--- src/rtl/mem_arb_pkg.sv ---
// Shared types for the memory arbiter: FSM state encoding and owner ids.
package mem_arb_pkg;

  typedef enum logic [1:0] {
    IDLE   = 2'd0,
    BUSY_I = 2'd1,
    BUSY_D = 2'd2,
    RESP   = 2'd3
  } arbState_t;

  localparam logic OWN_I = 1'b0;
  localparam logic OWN_D = 1'b1;

  // Wide enough for the largest legal TIMEOUT (255).
  localparam int TMR_W = 8;

endpackage

--- src/rtl/mem_arb_timer.sv ---
// Bus timeout counter: cleared while idle, counts BUSY cycles without memAck.
// expired flags the last BUSY cycle allowed before the access is abandoned.
module mem_arb_timer
  import mem_arb_pkg::*;
#(
  parameter int TIMEOUT = 16
) (
  input  logic clk,
  input  logic rst,
  input  logic clr,
  input  logic en,
  output logic expired
);

  logic [TMR_W-1:0] cnt;

  // Clear has priority; the FSM leaves BUSY on expiry so the count never wraps.
  always_ff @(posedge clk or negedge rst) begin
    if (!rst)      cnt <= '0;
    else if (clr)  cnt <= '0;
    else if (en)   cnt <= cnt + 1'b1;
  end

  assign expired = (cnt == TMR_W'(TIMEOUT - 1));

endmodule

--- src/rtl/mem_arbiter.sv ---
// Two-port (fetch / MEM stage) arbiter onto a single memory port.
// Optional macro MEM_ARB_ROUND_ROBIN_EN: alternate grants on a tie instead of
// fixed data-over-fetch priority.
module mem_arbiter
  import mem_arb_pkg::*;
#(
  parameter int ADDR_W  = 32,
  parameter int DATA_W  = 32,
  parameter int TIMEOUT = 16
) (
  input  logic              clk,
  input  logic              rst,
  input  logic              instrReq,
  input  logic [ADDR_W-1:0] instrAdr,
  output logic              instrRdy,
  output logic [DATA_W-1:0] instrData,
  input  logic              dataReq,
  input  logic              dataWe,
  input  logic [ADDR_W-1:0] dataAdr,
  input  logic [DATA_W-1:0] dataWdata,
  output logic              dataRdy,
  output logic [DATA_W-1:0] dataRdata,
  output logic              memEn,
  output logic              memWe,
  output logic [ADDR_W-1:0] memAdr,
  output logic [DATA_W-1:0] memWdata,
  input  logic [DATA_W-1:0] memRdata,
  input  logic              memAck,
  output logic              stallFetch,
  output logic              stallMem,
  output logic              busErr
);

  arbState_t state;
  logic      owner;
  logic      busy;
  logic      expired;
  logic      grantD;

  assign busy = (state == BUSY_I) || (state == BUSY_D);

`ifdef MEM_ARB_ROUND_ROBIN_EN
  logic lastOwner;
  // On a tie, serve whoever was not served last.
  assign grantD = dataReq && (!instrReq || lastOwner == OWN_I);
`else
  assign grantD = dataReq;
`endif

  // busErr is visible during the final BUSY cycle, one cycle ahead of Rdy.
  assign busErr     = busy && !memAck && expired;
  assign stallFetch = instrReq && !instrRdy;
  assign stallMem   = dataReq && !dataRdy;

  mem_arb_timer #(.TIMEOUT(TIMEOUT)) uTimer (
    .clk     (clk),
    .rst     (rst),
    .clr     (state == IDLE),
    .en      (busy && !memAck),
    .expired (expired)
  );

  // Arbitration FSM with registered memory-side outputs and Rdy pulses.
  always_ff @(posedge clk or negedge rst) begin
    if (!rst) begin
      state     <= IDLE;
      owner     <= OWN_I;
      memEn     <= 1'b0;
      memWe     <= 1'b0;
      memAdr    <= '0;
      memWdata  <= '0;
      instrRdy  <= 1'b0;
      dataRdy   <= 1'b0;
      instrData <= '0;
      dataRdata <= '0;
`ifdef MEM_ARB_ROUND_ROBIN_EN
      lastOwner <= OWN_I;
`endif
    end else begin
      instrRdy <= 1'b0;
      dataRdy  <= 1'b0;
      case (state)
        IDLE: begin
          if (grantD) begin
            state    <= BUSY_D;
            owner    <= OWN_D;
            memEn    <= 1'b1;
            memWe    <= dataWe;
            memAdr   <= dataAdr;
            memWdata <= dataWdata;
`ifdef MEM_ARB_ROUND_ROBIN_EN
            lastOwner <= OWN_D;
`endif
          end else if (instrReq) begin
            state    <= BUSY_I;
            owner    <= OWN_I;
            memEn    <= 1'b1;
            memWe    <= 1'b0;
            memAdr   <= instrAdr;
            memWdata <= '0;
`ifdef MEM_ARB_ROUND_ROBIN_EN
            lastOwner <= OWN_I;
`endif
          end
        end
        BUSY_I, BUSY_D: begin
          if (memAck || expired) begin
            // Timeout completes the handshake but keeps the old data word.
            if (memAck) begin
              if (owner == OWN_D) dataRdata <= memRdata;
              else                instrData <= memRdata;
            end
            state    <= RESP;
            memEn    <= 1'b0;
            memWe    <= 1'b0;
            instrRdy <= (owner == OWN_I);
            dataRdy  <= (owner == OWN_D);
          end
        end
        RESP:    state <= IDLE;
        default: state <= IDLE;
      endcase
    end
  end

endmodule

--- config.mk ---
export PLATFORM = sky130hd
export DESIGN_NAME = mem_arbiter
export DESIGN_NICKNAME = d
export VERILOG_FILES = /design/src/rtl/mem_arb_pkg.sv /design/src/rtl/mem_arb_timer.sv /design/src/rtl/mem_arbiter.sv
export SDC_FILE = /design/constraint.sdc
export NUM_CORES = 1
export LEC_CHECK = 0
export CAP_MARGIN = 25
export CELL_PAD_IN_SITES_DETAIL_PLACEMENT = 2
export CELL_PAD_IN_SITES_GLOBAL_PLACEMENT = 2
export CORE_MARGIN = 4
export CORE_UTILIZATION = 26
export CTS_CLUSTER_DIAMETER = 40
export DETAILED_ROUTE_END_ITERATION = 10
export PLACE_DENSITY = 0.76
export SLEW_MARGIN = 30
export SYNTH_ARGS = -nofsm -noshare
export SYNTH_HDL_FRONTEND = slang
export SYNTH_HIERARCHICAL = 1
export SYNTH_SLANG_ARGS = --single-unit
--- constraint.sdc ---
create_clock -name clk -period 2.25 [get_ports clk]
set_clock_uncertainty 0.2 [all_clocks]
set_input_delay 0.225 -clock clk [delete_from_list [all_inputs] [get_ports clk]]
set_output_delay 0.225 -clock clk [all_outputs]
set_load 0.05 [all_outputs]
**Word level (Yosys, flattened, before mapping)**

Cells that the tools add are included.

- Register bits after elaboration: 143
- Output and inout port bits: 135
- Logic and storage cells: 60

- Add/subtract/negate cells: 1
- Equality and inequality tests: 6
- Reductions and logical operators: 19
- Mux-type cells: 22
- Bitwise logic cells: 1

Operators by type and width:

| kind | number |
|---|---|
| two-way mux 32 bit | 4 |
| two-way mux 8 bit | 2 |
| two-way mux 1 bit | 10 |
| adder 8 x 1 -> 8 bit, second input constant | 1 |
| equality test 8 x 4 -> 1 bit, second input constant | 1 |
| AND reduction 4 bit | 2 |
| two-way mux 2 bit | 3 |
| case mux 2 bit (3 select lines) | 1 |
| nonzero test 2 bit | 3 |
| equality test 2 bit, second input constant | 2 |
| logical AND 1 bit | 4 |
| case mux 1 bit (2 select lines) | 2 |
| AND reduction 2 bit | 2 |
| logical NOT 1 bit | 3 |
| != test 3 bit, second input constant | 1 |
| AND reduction 3 bit | 1 |
| equality test 2 x 1 -> 1 bit, second input constant | 1 |
| logical NOT 2 bit | 1 |
| logical OR 1 bit | 2 |
| != test 2 bit, second input constant | 1 |
| OR reduction 2 bit | 1 |
| NOT 1 bit | 1 |

**Logic depth before layout (Yosys ltp)**

- Word-level depth: 5
- Mapped depth: 8

**Hierarchy**

Netlist, hierarchy kept.

Modules (own cells, without submodules):

| module | area an instance (µm²) | seq. area each (µm²) | times used | cells an instance |
|---|---|---|---|---|
| mem_arbiter | 5616.6 | 3378.2 | 1 | 383 |
| mem_arb_timer | 394.1 | 200.2 | 1 | 39 |

**Worst setup path before layout**

OpenSTA, ideal clock, no wires.

- Kind: flip-flop to flip-flop
- From: reg state[1]
- To: reg uTimer.cnt[6]
- Buffers on the path: 2
- Data required time: 1.972 ns
- Stages on the path, launching flop included: 9
- Data arrival time: 1.633 ns
- Setup slack: 0.339 ns
- Period minus slack after synthesis: 1.911 ns
- Cells stage by stage: dfrtp_1 -> inv_1 -> ha_1 -> buf_4 -> nor2b_1 -> buf_2 -> nand2_1 -> or3_1 -> a21oi_1

- Longest elaborated chain between the ends: 4

Ends and longest elaborated chain:

| what | RTL line | RTL |
|---|---|---|
| from (decl) | mem_arbiter.sv:34 | `arbState_t state;` |
| from (signal assigned) | mem_arbiter.sv:66 | `state <= IDLE;` |
| from (signal assigned) | mem_arbiter.sv:85 | `state <= BUSY_D;` |
| from (signal assigned) | mem_arbiter.sv:95 | `state <= BUSY_I;` |
| equality test 2 x 1 -> 1 bit / equality test 2 bit (equally long branches) | mem_arbiter.sv:40 | `assign busy = (state == BUSY_I) \|\| (state == BUSY_D);` |
| logical OR 1 bit | mem_arbiter.sv:40 |  |
| logical AND 1 bit | mem_arbiter.sv:59 | `.en (busy && !memAck),` |
| nonzero test 2 bit (no line) | -- |  |
| to (signal assigned) | mem_arb_timer.sv:21 | `else if (en) cnt <= cnt + 1'b1;` |
| to (decl) | mem_arb_timer.sv:15 | `logic [TMR_W-1:0] cnt;` |

Several ways; a longest one is shown, not always the timed one.
A chain may end at the register's enable or synchronous reset.

**Worst setup path in the final report**

- From: reg uTimer.cnt[1]
- To: out busErr

- Longest elaborated chain between the ends: 2

Ends and longest elaborated chain:

| what | RTL line | RTL |
|---|---|---|
| equality test 8 x 4 -> 1 bit | mem_arb_timer.sv:24 | `assign expired = (cnt == TMR_W'(TIMEOUT - 1));` |
| named net expired | mem_arbiter.sv:37 | `logic expired;` |
| logical AND 1 bit | mem_arbiter.sv:51 | `assign busErr = busy && !memAck && expired;` |
| to (decl) | mem_arbiter.sv:31 | `output logic busErr` |

The timed path passes the listed nets, and every way through them passes these cells.

==> flow_metrics.env <==
export IMPL_clkPwrFrac_pct=17.4
export IMPL_numPortBuffers=268
export IMPL_synth_area_top_cells="dfrtp_1, mux2_4, mux2i_1"
export IMPL_antenna_found_initial=0
export IMPL_cts_sinks=143
export IMPL_power_frac_comb_pct=57.1
export IMPL_ant_nets=0
export IMPL_maxSlewHeadroom_pct=61.9
export IMPL_crit_chain="ha_2 -> nand4b_1 -> nor4_2 -> buf_4 -> and2_4 -> buf_12"
export IMPL_synth_nets=558
export IMPL_end_kind="output port"
export IMPL_synth_async_reset_ratio_pct=100
export IMPL_grt_first_pass_wirelength_um=33300
export IMPL_hpwlAfterDp_um=15800
export IMPL_worstPathMaxFanout=2
export IMPL_wirelength_um=21100
export IMPL_initial_core_util_pct=26.5
export IMPL_drive_gt1_share_pct=18.3
export IMPL_status="completed"
export IMPL_drt_iter0_drc=166
export IMPL_synth_cell_types=40
export IMPL_insertion_delay_ns=0.42
export IMPL_die_w_um=160
export IMPL_cp_required_ns=1.82
export IMPL_htree_num_levels=4
export IMPL_via_per_inst=4.62
export IMPL_crit_slowest_cell="dfrtp_1"
export IMPL_num_antenna_cells=0
export IMPL_synth_ff_latch_count=143
export IMPL_coreArea_um2=22700
export IMPL_firstDrtPassIters=4
export IMPL_drv_slew=0
export IMPL_finalCritPeriodShare_pct=96.6
export IMPL_root_buffer="clkbuf_16"
export IMPL_cap_violations=0
export IMPL_dieArea_um2=25600
export IMPL_crit_type="reg2out"
export IMPL_syn_area_um2=6010
export IMPL_globalplace_congestion=0.765
export IMPL_fin_nets=839
export IMPL_dr_total_vias=4627
export IMPL_pwr_share_seq_pct=25.5
export IMPL_gr_total_overflow=0
export IMPL_wl_per_cell_um=21.1
export IMPL_syn2layout_area_growth_pct=63.6
export IMPL_synth_avg_cell_area_um2=14.2
export IMPL_worstMarginPinSlew_ns=0.570
export IMPL_pwr_density_cell_nw_per_um2=1810
export IMPL_numCtsBuffers=17
export IMPL_grt_pass1_vias=5510
export IMPL_drc_errors=0
export IMPL_setup_viol=0
export IMPL_vdd_drop_max_mv=0.586
export IMPL_grt_max_degree=60
export IMPL_p_leak_uw=0.00443
export IMPL_syn_inst=422
export IMPL_std_cell_rows=55
export IMPL_synth_ff_type="dfrtp_1"
export IMPL_clockBufferDepth=2
export IMPL_synth_top_area_cell="dfrtp_1"
export IMPL_yosysSeqAreaShare_pct=59.5
export IMPL_p_int_uw=9670
export IMPL_io_pins=269
export IMPL_crit_path_max_incr_delay_ns=0.37
export IMPL_synth_edff_count=0
export IMPL_min_path_type="in2async"
export IMPL_grt_usage_pct=16.6
export IMPL_rsz0062_at_grt="no"
export IMPL_synth_top_area_share_pct=59.5
export IMPL_num_fill_cells=2247
export IMPL_switching_share_pct=45.8
export IMPL_yosysWarnings=6
export IMPL_cts_tree="yes"
export IMPL_reg2regPathDepth=7
export IMPL_finalPower_uw=17800
export IMPL_die_h_um=160
export IMPL_hold_viol=0
export IMPL_fmax_ghz=0.460
export IMPL_whs_ns=0.0939
export IMPL_cp_start_kind="flip-flop"
export IMPL_period_minus_slack_ns=2.17
export IMPL_p_switching_uw=8150
export IMPL_clkTransAtPathRegs_ns=0.06
export IMPL_critPathArrivalTime_ns=1.75
[cells in the mapped netlist (4+ instances only)]
| cell | number |
|---|---|
| a22o_1 | 32 |
| buf_2 | 12 |
| buf_6 | 8 |
| dfrtp_1 | 143 |
| inv_1 | 4 |
| mux2_2 | 4 |
| mux2_4 | 60 |
| mux2i_1 | 33 |
| nand2_1 | 33 |
| nor2_1 | 7 |
| nor2b_1 | 5 |
| o21ai_0 | 34 |
| o21ai_1 | 4 |
[cells in the final DEF, fill, tap and decap left out, drive strengths merged, types with 9 or more instances in the layout]
cell	n
a22o	32
buf	26
clkbuf	19
clkdlybuf4s50	262
dfrtp	143
inv	9
mux2	64
mux2i	33
nand2	33
o21ai	39
[power groups by stage]
stage / Combinational (uW) / Clock [uW] / Sequential, uW
after floorplan: 2670 / 0 / 8360
after global placement: 9840 / 0 / 4470
after detailed placement: 10100 / 0 / 4590
after CTS: 10200 / 3190 / 4570
after global routing: 10600 / 3330 / 4700
final: 10200 / 3110 / 4540
[worst paths after layout]
path	from	end	slack, ns
worst max-delay path	uTimer/cnt[1]	busErr	0.08
min in group clk	dataReq	memAdr[28]	0.13
worst min register to register	memAdr[31]	memAdr[31]	0.28
worst max register to register	uTimer/cnt[1]	state[1]	0.13
max in group asynchronous	rst	memWdata[24]	1.08
worst min-delay path	rst	dataRdata[23]	0.09
[state kept, by name (all words and copies together), names as in the netlist]
name,flops
dataRdata,32
dataRdy,1
instrData,32
instrRdy,1
memAdr,32
memEn,1
memWdata,32
memWe,1
owner,1
state,2
uTimer/cnt,8
[kinds of logic (layout without fill, tap and decap cells)]
family          count (synthesis)  in the layout  synth area share [%]
flops                         143            143                  59.5
mux                            97             97                  21.2
compound gates                 82             82                  9.39
simple gates                   63             63                  5.41
buf+inv                        31            325                  3.43
xor+xnor                        4              4                 0.583
fa+ha+maj                       2              2                 0.416
[what timing repair did]
item / in CTS / in global routing
setup endpoints to repair: 4 / 1
setup buffers: 4 / 3
gates resized for setup: 7 / 0
hold buffers: 1 / 0
hold endpoints to repair: 143 / 0
pin swaps: 2 / 1
[cell type report]
class	count	area, um2	area share, %
multi-input combinational	248	2260	23.0
inverter	4	15.0	0.153
timing repair buffer	289	2980	30.3
clock inverter	13	201	2.05
clock buffer	19	443	4.51
tap	285	357	3.63
sequential	143	3580	36.4
[metal layers]
metal | GRT usage, % | part of all wire, %
met1 | 18.5 | 38
met2 | 29.4 | 51
met3 | 6.27 | 8.0
met5 | 0 | 0
met4 | 5.24 | 2.1
[metrics by stage]
step / area (um2) / worst slack [ns] / instances / utilization [%] / TNS [ns]
after detailed placement: 9090 / -0.0492 / 961 / 40.0 / -0.0847
after CTS: 9810 / -0.0155 / 998 / 43.2 / -0.0155
after floorplan: 6010 / 0.339 / 422 / - / 0
final: 9830 / 0.0760 / 1001 / 43.3 / 0
after global placement: 9090 / 0.104 / 961 / 40.0 / 0
after global routing: 9830 / 0.00582 / 1001 / 43.3 / 0
[critical path: cells and delay by family, from the launching register on]
kind	cells	cell delay [ns]
and+or+nand+nor	3	0.47
DFF	1	0.37
buffers and inverters	2	0.30
adders and majority gates	1	0.20
Power figures use the tool's default switching activity.
==> RTL change, RTL diff (same settings) <==
`TIMEOUT` is set to 16 in 2 places; all go to 12.
--- a/src/rtl/mem_arb_timer.sv
+++ b/src/rtl/mem_arb_timer.sv
@@ -4,5 +4,5 @@
   import mem_arb_pkg::*;
 #(
-  parameter int TIMEOUT = 16
+  parameter int TIMEOUT = 12
 ) (
   input  logic clk,
--- a/src/rtl/mem_arbiter.sv
+++ b/src/rtl/mem_arbiter.sv
@@ -7,5 +7,5 @@
   parameter int ADDR_W  = 32,
   parameter int DATA_W  = 32,
-  parameter int TIMEOUT = 16
+  parameter int TIMEOUT = 12
 ) (
   input  logic              clk,
Function: no difference found for any inputs over 4 cycles, from zero or initial values and one cycle with rst low; that may be too few to reach the edited logic, so the function may still have changed.
==> RTL change against the original RTL <==
  * Via count is 2.1% lower
  * Routed wire length down 2.8%
  * Sequential share of layout area grew 0.36 points
  * First-iteration DRC count is 11% lower
  * Cell area is 0.98% lower
  * Setup slack improved by 0.045 ns
  * Die area decreased by 0.22%
  * Non-clock buffer count decreased by 1
  * Power fell by 2.7%
  * Synthesized area is 0.23% lower
  * Global-route usage is 0.62 points lower
  * Sequential cell count unchanged
  * Maximum frequency up 2.1%
  * Critical path type unchanged
  * Largest cell class unchanged
==> RTL change: results (changes against the original RTL) <==
Routability Congestion 0.770 (was 0.765); Mapped Nets 557 (was 558); Max clock buf depth 2 (unchanged); Placed Area 9110 sq um (was 9090 sq um); WP data arrival 1.70 ns (was 1.75 ns); slowest stage delay, CP 0.43 ns (was 0.37 ns); CTS clk-pin slew, worst paths 0.06 ns (about the same); worst-path fanout max 5 (was 2); # port buffers 268 (unchanged); DP Worst Slack -0.0514 ns (was -0.0492 ns); Detail Placement HPWL 15.6 mm (was 15.8 mm); Clock Latency Late Sink 0.42 ns (about the same); post-synthesis compound-gate area fraction 0.0941 (was 0.0939); worst hold-check path type input pin to async pin (unchanged); post-synthesis mux area share 0.213 (was 0.212); Post-Synth XOR/XNOR Area 0.00584 (was 0.00583); top post-synthesis cells by area dfrtp_1, mux2_4, mux2i_1 (unchanged); Fin Hold WS 0.114 ns (was 0.0939 ns); Sw Share 0.469 (was 0.458); Worst path top cell family by delay simple AND/OR/NAND/NOR gates (unchanged); actual slew at the worst max-slew pin 0.571 ns (was 0.570 ns); Detailed Routing Iterations Pass 1 4 (unchanged); initial DRC count 148 (was 166); placed insts 964 (was 961); clock root buffer clkbuf_16 (unchanged); layout net count 838 (was 839); worst r2r src state[1] (was uTimer/cnt[1]); via count 4532 (was 4627); post-synthesis sequential area ratio 0.597 (was 0.595); CTS buffer count 17 (unchanged); commonest cells in the synthesized netlist dfrtp_1, mux2_4, nand2_1 (was dfrtp_1, mux2_4, o21ai_0); CTS H-tree lvls 4 (unchanged); slowest CP cell dfrtp_1 (unchanged); R2R depth 6 (was 7); LEAKAGE 4.38 nW (was 4.43 nW); fillers 2248 (was 2247); synth warn 6 (unchanged); first-pass GRT wire length 32.1 mm (was 33.3 mm); Ant. Diodes 0 (unchanged); final max-slew violation count 0 (unchanged); setup ws final 0.121 ns (was 0.0760 ns); setup slack, reg-to-reg 0.23 ns (was 0.13 ns); Synth Area in Adders 0.00417 (was 0.00416); post-synthesis cell type count 38 (was 40); Routed WL 20.5 mm (was 21.1 mm); GRT Total Usage 0.160 (was 0.166); status completed (unchanged); Async S/R FF share, synth 1.00 (unchanged); Worst VDD drop 716 uV (was 586 uV); Routed WL per cell 20.5 um (was 21.1 um); share of layout cells above drive strength 1 0.183 (about the same); RR Endpoint dataRdata[13] (was state[1]); initial antenna violation count 0 (unchanged); critical path startpoint uTimer/cnt[5] (was uTimer/cnt[1]); vias in the first global route 5287 (was 5510); Mean Syn Cell Area 14.2 sq um (about the same); largest net degree at the start of global routing 63 (was 60)
==> RTL change: cell count changes after synthesis, sizes merged <==
| cell | before | now |
|---|---|---|
| nor2 | 7 | 8 |
| nand3 | 4 | 3 |
| nand2 | 33 | 35 |
| buf | 24 | 22 |
| nand4 | 4 | 3 |
| clkbuf | 3 | 4 |
| nand4b | 1 | 0 |
==> RTL change: cells by family (layout without fill, tap and decap cells) <==
kind of cell	Yosys count	in the layout
DFF	143	143
muxes	97	97
AOI/OAI and AO/OA	82	82
and+or+nand+nor	63	63
buffers and inverters	30	324
xor gates and xnor gates	4	4
adders and majority gates	2	2
==> RTL change: area by class of cell <==
cell class / count / area [sq um] / area share
Clock buffer: 18 / 439 / 0.0451
Clock inverter: 14 / 125 / 0.0129
Inverter: 4 / 15.0 / 0.00154
Multi-Input combinational cell: 248 / 2250 / 0.231
Sequential cell: 143 / 3580 / 0.368
Tap cell: 285 / 357 / 0.0366
Timing Repair Buffer: 288 / 2970 / 0.305
==> RTL change: repair_timing <==
item,4_1_cts,5_1_grt
buffers inserted,2,1
hold buffers,1,0
setup endpoints to repair,4,1
gates resized for setup,6,1
pin swaps,0,1
hold endpoints to repair,87,0
==> RTL change: power groups by stage <==
stage	Sequential (mW)	Clock [mW]	Combinational, mW
after global routing	4.70	2.92	10.6
after floorplan	8.36	0	2.66
after CTS	4.56	2.80	10.2
after global placement	4.49	0	9.81
final	4.54	2.70	10.1
after detailed placement	4.58	0	10.1
==> RTL change: worst max path at each step <==
stage | end | cells after the start
2_1_floorplan | uTimer/cnt[5] | 7
3_3_place_gp | uTimer/cnt[5] | 6
3_5_place_dp | uTimer/cnt[7] | 6
4_1_cts | busErr | 5
5_1_grt | busErr | 6
6_report | busErr | 6
==> RTL change: per-layer routing <==
metal,part of all wire,up-vias,global-route usage
li1,-,2068,-
met1,0.40,2262,0.184
met2,0.50,190,0.274
met3,0.086,12,0.0699
met4,0.012,0,0.0395
met5,0,-,0
